## src/rtl/hub75e_pkg.sv

```systemverilog
// Shared defaults and the receiver state type for the HUB75E capture path.
package hub75e_pkg;

    localparam int COLS_DEF  = 64;
    localparam int ROW_W_DEF = 4;
    localparam int PIX_W     = 6;

    typedef enum logic {
        IDLE  = 1'b0,
        FLUSH = 1'b1
    } rx_state_t;

endpackage

```

## src/rtl/hub75e_rx_sync.sv

```systemverilog
// Two-flop synchronizer for a bus of asynchronous pins.
// Rising-edge detection is applied to the low EDGE_W bits.
module hub75e_rx_sync #(
    parameter int W      = 8,
    parameter int EDGE_W = 2
) (
    input  logic              clk_i,
    input  logic              rst_i,
    input  logic [W-1:0]      in_i,
    output logic [W-EDGE_W-1:0] level_o,
    output logic [EDGE_W-1:0] rise_o
);

    logic [W-1:0]      meta_q;
    logic [W-1:0]      sync_q;
    logic [EDGE_W-1:0] dly_q;

    always_ff @(posedge clk_i) begin
        if (rst_i) begin
            meta_q <= '0;
            sync_q <= '0;
            dly_q  <= '0;
        end else begin
            meta_q <= in_i;
            sync_q <= meta_q;
            dly_q  <= sync_q[EDGE_W-1:0];
        end
    end

    // Levels and edges both come from sync_q, so they stay cycle-aligned.
    assign level_o = sync_q[W-1:EDGE_W];
    assign rise_o  = sync_q[EDGE_W-1:0] & ~dly_q;

endmodule

```

## src/rtl/hub75e_rx.sv

```systemverilog
// HUB75E bus receiver: reassembles each latched line and streams it,
// one column per cycle, into a {row, col} addressed capture RAM.
module hub75e_rx
    import hub75e_pkg::*;
#(
    parameter int COLS  = COLS_DEF,
    parameter int ROW_W = ROW_W_DEF,
    localparam int COL_W = $clog2(COLS),
    localparam int AW    = ROW_W + COL_W
) (
    input  logic             clk_i,
    input  logic             rst_i,
    input  logic             hub75e_clk_i,
    input  logic             hub75e_lat_i,
    input  logic             hub75e_r0_i,
    input  logic             hub75e_g0_i,
    input  logic             hub75e_b0_i,
    input  logic             hub75e_r1_i,
    input  logic             hub75e_g1_i,
    input  logic             hub75e_b1_i,
    input  logic [ROW_W-1:0] hub75e_addr_i,
    output logic             ram_wr_en_o,
    output logic [AW-1:0]    ram_wr_addr_o,
    output logic [2:0]       ram_wr_data_ch0_o,
    output logic [2:0]       ram_wr_data_ch1_o,
    output logic             busy_o,
    output logic             frame_done_o,
    output logic             len_err_o,
    output logic             ovf_err_o
);

    localparam int CNT_W = COL_W + 1;
    localparam logic [CNT_W-1:0] CNT_FULL = CNT_W'(COLS);
    localparam logic [CNT_W-1:0] CNT_SAT  = CNT_W'(COLS + 1);
    localparam logic [COL_W-1:0] COL_LAST = COL_W'(COLS - 1);

    logic [ROW_W+PIX_W-1:0] bus_s;
    logic [1:0]             rise_s;
    logic [PIX_W-1:0]       pix_s;
    logic [ROW_W-1:0]       addr_s;
    logic                   clk_rise;
    logic                   lat_rise;

    hub75e_rx_sync #(
        .W      (ROW_W + PIX_W + 2),
        .EDGE_W (2)
    ) u_sync (
        .clk_i   (clk_i),
        .rst_i   (rst_i),
        .in_i    ({hub75e_addr_i,
                   hub75e_r0_i, hub75e_g0_i, hub75e_b0_i,
                   hub75e_r1_i, hub75e_g1_i, hub75e_b1_i,
                   hub75e_lat_i, hub75e_clk_i}),
        .level_o (bus_s),
        .rise_o  (rise_s)
    );

    assign pix_s    = bus_s[PIX_W-1:0];
    assign addr_s   = bus_s[ROW_W+PIX_W-1:PIX_W];
    assign clk_rise = rise_s[0];
    assign lat_rise = rise_s[1];

    logic [COLS-1:0][PIX_W-1:0] sr_q, sr_d, hold_q;
    logic [CNT_W-1:0]           cnt_q, cnt_d;
    logic [COL_W-1:0]           fill_col;
    rx_state_t                  state_q;
    logic [ROW_W-1:0]           row_q;
    logic [COL_W-1:0]           col_q;

    logic             wr_en_q;
    logic [AW-1:0]    wr_addr_q;
    logic [PIX_W-1:0] wr_data_q;
    logic             busy_q;
    logic             frame_done_q;
    logic             len_err_q;
    logic             ovf_err_q;

    // The first COLS pixels of a line land directly in column COLS-1-k so a
    // short line leaves the remaining columns stale; past COLS the register
    // shifts, keeping only the most recent COLS pixels.
    always_comb begin
        sr_d     = sr_q;
        cnt_d    = cnt_q;
        fill_col = COL_LAST - cnt_q[COL_W-1:0];
        if (clk_rise) begin
            if (cnt_q >= CNT_FULL) begin
                sr_d = {sr_q[COLS-2:0], pix_s};
            end else begin
                sr_d[fill_col] = pix_s;
            end
            if (cnt_q != CNT_SAT) begin
                cnt_d = cnt_q + 1'b1;
            end
        end
    end

    always_ff @(posedge clk_i) begin
        if (rst_i) begin
            state_q      <= IDLE;
            sr_q         <= '0;
            hold_q       <= '0;
            cnt_q        <= '0;
            row_q        <= '0;
            col_q        <= '0;
            wr_en_q      <= 1'b0;
            wr_addr_q    <= '0;
            wr_data_q    <= '0;
            busy_q       <= 1'b0;
            frame_done_q <= 1'b0;
            len_err_q    <= 1'b0;
            ovf_err_q    <= 1'b0;
        end else begin
            sr_q         <= sr_d;
            cnt_q        <= cnt_d;
            wr_en_q      <= 1'b0;
            busy_q       <= 1'b0;
            frame_done_q <= 1'b0;
            len_err_q    <= 1'b0;
            ovf_err_q    <= 1'b0;
            case (state_q)
                IDLE: begin
                    if (lat_rise) begin
                        // sr_d so a pixel clocked in this same cycle is kept.
                        hold_q    <= sr_d;
                        row_q     <= addr_s;
                        col_q     <= '0;
                        len_err_q <= (cnt_d != CNT_FULL);
                        cnt_q     <= '0;
                        state_q   <= FLUSH;
                    end
                end
                FLUSH: begin
                    wr_en_q      <= 1'b1;
                    busy_q       <= 1'b1;
                    wr_addr_q    <= {row_q, col_q};
                    wr_data_q    <= hold_q[col_q];
                    frame_done_q <= (col_q == COL_LAST) && (&row_q);
                    ovf_err_q    <= lat_rise;
                    col_q        <= col_q + 1'b1;
                    if (col_q == COL_LAST) begin
                        state_q <= IDLE;
                    end
                end
            endcase
        end
    end

    assign ram_wr_en_o       = wr_en_q;
    assign ram_wr_addr_o     = wr_addr_q;
    assign ram_wr_data_ch0_o = wr_data_q[5:3];
    assign ram_wr_data_ch1_o = wr_data_q[2:0];
    assign busy_o            = busy_q;
    assign frame_done_o      = frame_done_q;
    assign len_err_o         = len_err_q;
    assign ovf_err_o         = ovf_err_q;

endmodule

```

## config.mk

```make
export PLATFORM = sky130hd
export DESIGN_NAME = hub75e_rx
export DESIGN_NICKNAME = d
export VERILOG_FILES = /design/src/rtl/hub75e_pkg.sv /design/src/rtl/hub75e_rx_sync.sv /design/src/rtl/hub75e_rx.sv
export SDC_FILE = /design/constraint.sdc
export NUM_CORES = 2
export LEC_CHECK = 0
export ABC_AREA = 1
export CORE_MARGIN = 3
export CORE_UTILIZATION = 39
export DETAILED_ROUTE_END_ITERATION = 7
export PLACE_DENSITY_LB_ADDON = 0.08
export SLEW_MARGIN = 5
export SYNTH_ARGS = -nofsm -noshare
export SYNTH_HDL_FRONTEND = slang
export SYNTH_SLANG_ARGS = --single-unit
```

## constraint.sdc

```tcl
create_clock -name clk_i -period 2.4 [get_ports clk_i]
set_input_delay 0.48 -clock clk_i [delete_from_list [all_inputs] [get_ports clk_i]]
set_output_delay 0.48 -clock clk_i [all_outputs]
set_load 0.005 [all_outputs]
```

# == After elaboration in Yosys (flattened, before gate mapping) ==
# Index checks and enable logic that the tools add are counted.
# word_totals
regBits,832
in_bits,14
out_inout_bits,21
# op_classes
add_sub_neg,3
magnitude_cmp,4
n_eq_ne,4
mux,17
bitwise_logic,4
reduce_logical,6
# op_table
operator,n
$mux 384,2
$bwmux 384,1
$bmux 6 s6,1
$demux 6 s6,1
$mux 7,4
$mux 6,3
$lt 6x7->1 const B,2
$ne 7x7->1 const B,2
$pmux 6 s2,1
$add 7x1->7 const B,1
$ge 7x7->1 const B,1
$add 6x1->6 const B,1
$eq 6x6->1 const B,1
$ge 6x1->1 const B,1
$sub 6x6->6 const A,1
$reduce_and 4->1,1
$mux 1,3
$reduce_or 3->1,1
$and 2x2->2,1
$logic_and 1x1->1,2
$ne 2x2->1 const B,1
$not 1->1,2
$not 2->2,1
$pmux 1 s2,1
other kinds (2),2

# == Logic depth before layout (Yosys ltp) ==
# logic_depth
depth_word,8
mapped_depth,14
ltp_nobuf,11

# == Hierarchy ==
# Synthesis repeated with hierarchy kept, for this count alone.
# hier_totals
hier_cells,4963
hier_area_um2,35724.3
# by_module_without_submodules
mod,n_inst,cells_each,area_each_um2
hub75e_rx,1,4870,34889.7
hub75e_rx_sync,1,93,834.6

# == Worst setup path after synthesis ==
# No wires, ideal clock.
# synth_path
kind,in2reg
startpoint,in rst_i
endpoint,reg hold_q[253] (netlist bit)
arrival_ns,1.798
slack_ns,0.466
path_stages,7
path_buffers,4
path_cell_list,buf_2 -> clkinv_1 -> nand2_1 -> buf_2 -> clkbuf_1 -> clkbuf_1 -> o22ai_1
# synth_lines
item,line,text
start: declaration,hub75e_rx.sv:12,"input logic rst_i,"
end signal: assignment,hub75e_rx.sv:124,hold_q <= sr_d;
end: declaration,hub75e_rx.sv:63,"logic [COLS-1:0][PIX_W-1:0] sr_q, sr_d, hold_q;"

# == Final worst setup path ==
# layout_path
startpoint,reg wr_data_q[3]
endpoint,out ram_wr_data_ch0_o[0]
# layout_lines
item,line,text
start: declaration,hub75e_rx.sv:72,logic [PIX_W-1:0] wr_data_q;
start signal: assignment,hub75e_rx.sv:136,wr_data_q <= hold_q[col_q];
end: declaration,hub75e_rx.sv:24,"output logic [2:0] ram_wr_data_ch0_o,"
# No word-level cell between the ends.

==> metrics.md <==
| Metric | Value |
|---|---|
| GR Overflow Total | `0` |
| First-pass GRT wire length | `about 190000 µm` |
| Final period utilization | `94.5%` |
| Synth area leader | `dfxtp_1` |
| Crit path max-delay cell type | `clkdlybuf4s50_1` |
| Post-route clock skew | `0.0330 ns` |
| Num Clock Sinks | `832` |
| Max Root-Sink Buffers | `3` |
| Worst vdd ir | `562 µV` |
| Pwr/cell area | `roughly 740 mW/mm²` |
| # diodes | `0` |
| Rel. slew slack | `a little over a third` |
| Total power | `around 0.030 W` |
| 1st-iter DRT viols | `3051` |
| CTS clk-pin slew, worst paths | `0.07 ns` |
| Hold Fails Final Rpt | `0` |
| All-layer global routing usage | `25.4%` |
| Synth async-reset ratio | `0%` |
| Max Freq | `441 MHz` |
| Cell Chain, Critical Path | `clkdlybuf4s50_1` |
| I/O pins | `35` |
| Die H | `between 300 and 400 µm` |
| Skew-Pair Late Insertion Delay | `0.67 ns` |
| Routability cong. | `0.830` |
| Seq cells post-synth | `between 800 and 900` |
| Syn_nets | `just over 5000` |
| Share of post-route cells with drive strength above 1 | `7.50%` |
| Data required, critical path | `1.92 ns` |
| Warnings from Yosys | `0` |
| Crit Path Category | `reg -> out` |
| Final Setup Violations | `0` |
| Initial antenna violation count | `1` |
| CTS Buf Count | `93` |
| Worst Min Path Start | `rst_i` |
| Htree depth | `3` |
| Post-route ant nets | `0` |
| Clk root buf | `clkbuf_16` |
| Full die area | `~0.095 mm²` |
| Worst-path maximum fanout | `2` |
| CP top delay family | `buffers and inverters` |
| Wire per inst | `20.0 µm` |
| CP max stage delay | `about 0.58 ns` |
| Std cell rows | `between 100 and 150` |
| Placeable Area | `a little under 0.09 mm²` |
| Primary FF master, synth | `dfxtp_1` |
| Fin. max-slew vios | `0` |
| Hold Path Class | `in -> reg` |
| Status | `finished clean` |
| Hold_buf cts | `0` |
| Post-synth EDFFs | `0` |
| Vias in the first global route | `32500` |
| Starting density of the core | `between 30 and 40%` |
| Syn avg cell area | `approximately 7 µm²` |
| Hpwl dp | `around 74000 µm` |
| Worst Max-Slew Pin Slew | `~0.97 ns` |
| Crit start category | `flop` |
| Synth cell types | `30` |
| Max cap viols | `0` |
| Detailed Route WL | `122000 µm` |
| PortBufs | `34` |
| Min Clock Period, post-route | `between 2 and 2.5 ns` |
| Synth Cell Area | `approximately 0.035 mm²` |
| Crit. Startpoint | `wr_data_q[3]` |
| Worst path bufs/invs | `1` |
| Sequential area share after synthesis | `roughly 47%` |
| Largest net degree at the start of global routing | `160` |
| Sum Neg Setup Slack | `0 ns` |
| Die width | `307 µm` |
| Pre-antenna DRT Iters | `5` |
| Vias per Instance | `between 5 and 6` |
| CP Capture Type | `primary output` |
| Vias after detailed routing | `roughly 34000` |
| Main area contributors after synthesis | `dfxtp_1, o21ai_0, nand2_1, a21oi_1, nor2_1` |
| Area grow syn2layout | `14.8%` |
| DRC violation count after routing | `0` |
| Worst EP arrival | `around 1.8 ns` |
| Unrepaired setup endpoints after global routing | `no` |
| Post-CTS sizing | `0` |
| Cells after Synth | `roughly 5000` |
| CTS tree | `done` |
| Reg-to-Reg Start | `col_q[0]` |
| Lkg Pwr | `around 15 nW` |
| Nets@finish | `roughly 4900` |
| Postcts setup bufs | `0` |
| Yosys top cell area share | `a little under half` |
==> final timing paths <==
path,endpoint,slack [ns],cells past startpoint
worst min register to register,u_sync.sync_q[6],0.39,2
worst max-delay path,ram_wr_data_ch0_o[0],0.13,1
worst max register to register,wr_data_q[1],0.13,13
worst min-delay path,busy_o,0.27,2
==> power breakdown <==
group          switching (W)  leakage, nW  internal (W)
clock                0.00605         1.57       0.00888
sequential         0.0000478         6.71        0.0139
combinational        0.00103         6.85      0.000371
total                0.00712         15.1        0.0231
==> cell families (layout without fill, tap and decap cells) <==
group / Yosys count / after routing / synth area share [%]
DFF: 832 / 832 / 47.0
AOI/OAI and AO/OA: 1686 / 1686 / 25.0
buffers and inverters: 620 / 565 / 6.61
xor gates and xnor gates: 1 / 1 / 0.0247
adders and majority gates: 3 / 3 / 0.106
muxes: 6 / 6 / 0.169
and+or+nand+nor: 1869 / 1869 / 21.1
==> routing by layer <==
metal | up-vias | part of all wire [%] | track usage (%)
met4 | 0 | 2.8 | 7.44
met3 | 184 | 5.5 | 3.71
met5 | - | 0 | 0
met1 | 16100 | 48 | 36.3
li1 | 16700 | - | -
met2 | 897 | 44 | 39.7
==> placed cells by master, fill, tap and decap left out, types with 3 or more instances in the layout <==
master / Yosys / final
nor3_4: 3 / 3
buf_4: 1 / 89
clkdlybuf4s50_1: 0 / 33
o21ai_0: 983 / 983
bufinv_16: 0 / 6
dfxtp_2: 0 / 6
nor3_2: 6 / 6
nor2_2: 2 / 4
o22ai_1: 169 / 169
a21oi_1: 419 / 419
o21ai_1: 51 / 48
clkinvlp_4: 0 / 4
buf_12: 0 / 49
dfxtp_4: 0 / 4
mux2i_1: 6 / 6
clkbuf_8: 0 / 27
ha_1: 3 / 3
clkinv_4: 0 / 3
nand2_4: 0 / 4
nand2_1: 1103 / 1100
inv_2: 8 / 5
o211ai_1: 21 / 21
nor2_1: 461 / 459
nand3_1: 285 / 285
clkbuf_1: 342 / 20
clkinv_2: 0 / 11
inv_1: 212 / 211
dfxtp_1: 832 / 822
clkbuf_16: 0 / 97
o21ai_2: 40 / 43
==> Yosys cell counts, types with 3 or more instances <==
library cell,n
buf_2,10
nor3_4,3
nand2_1,1103
o21ai_0,983
a21oi_1,419
o21ai_1,51
o22ai_1,169
mux2i_1,6
o21ai_2,40
inv_2,8
dfxtp_1,832
nor2_1,461
clkbuf_1,342
nor3_2,6
o211ai_1,21
nand3_1,285
buf_1,46
inv_1,212
ha_1,3
==> area by class of cell <==
class / count / area (µm²)
Clock buffer: 144 / 2870
Clock inverter: 27 / 333
Fill cell: 9278 / 48500
Inverter: 221 / 852
Multi-Input combinational cell: 3565 / 16500
Sequential cell: 832 / 16700
Tap cell: 1165 / 1460
Timing Repair Buffer: 173 / 2010
==> metrics by stage <==
step / cell area, µm² / setup slack [ns] / util (%) / hold WS [ns] / instances
floorplan: 35400 / 0.466 / - / 0.388 / 5017
global placement: 37500 / 0.132 / 42.0 / 0.384 / 5956
detailed placement: 37500 / 0.129 / 42.0 / 0.387 / 5956
CTS: 40700 / 0.0932 / 45.6 / 0.196 / 6127
global route: 40700 / 0.0136 / 45.6 / 0.224 / 6127
finish: 40700 / 0.133 / 45.6 / 0.267 / 6127
==> flip-flops by register name (all words and copies together), names as in the netlist, 2 cells and up <==
| name | cells |
|---|---|
| hold_q | 384 |
| u_sync.meta_q | 12 |
| cnt_q | 7 |
| u_sync.dly_q | 2 |
| ram_wr_addr_o | 10 |
| u_sync.sync_q | 12 |
| sr_q | 384 |
| wr_data_q | 6 |
| row_q | 4 |
| col_q | 6 |
Power figures use the tool's default switching activity.
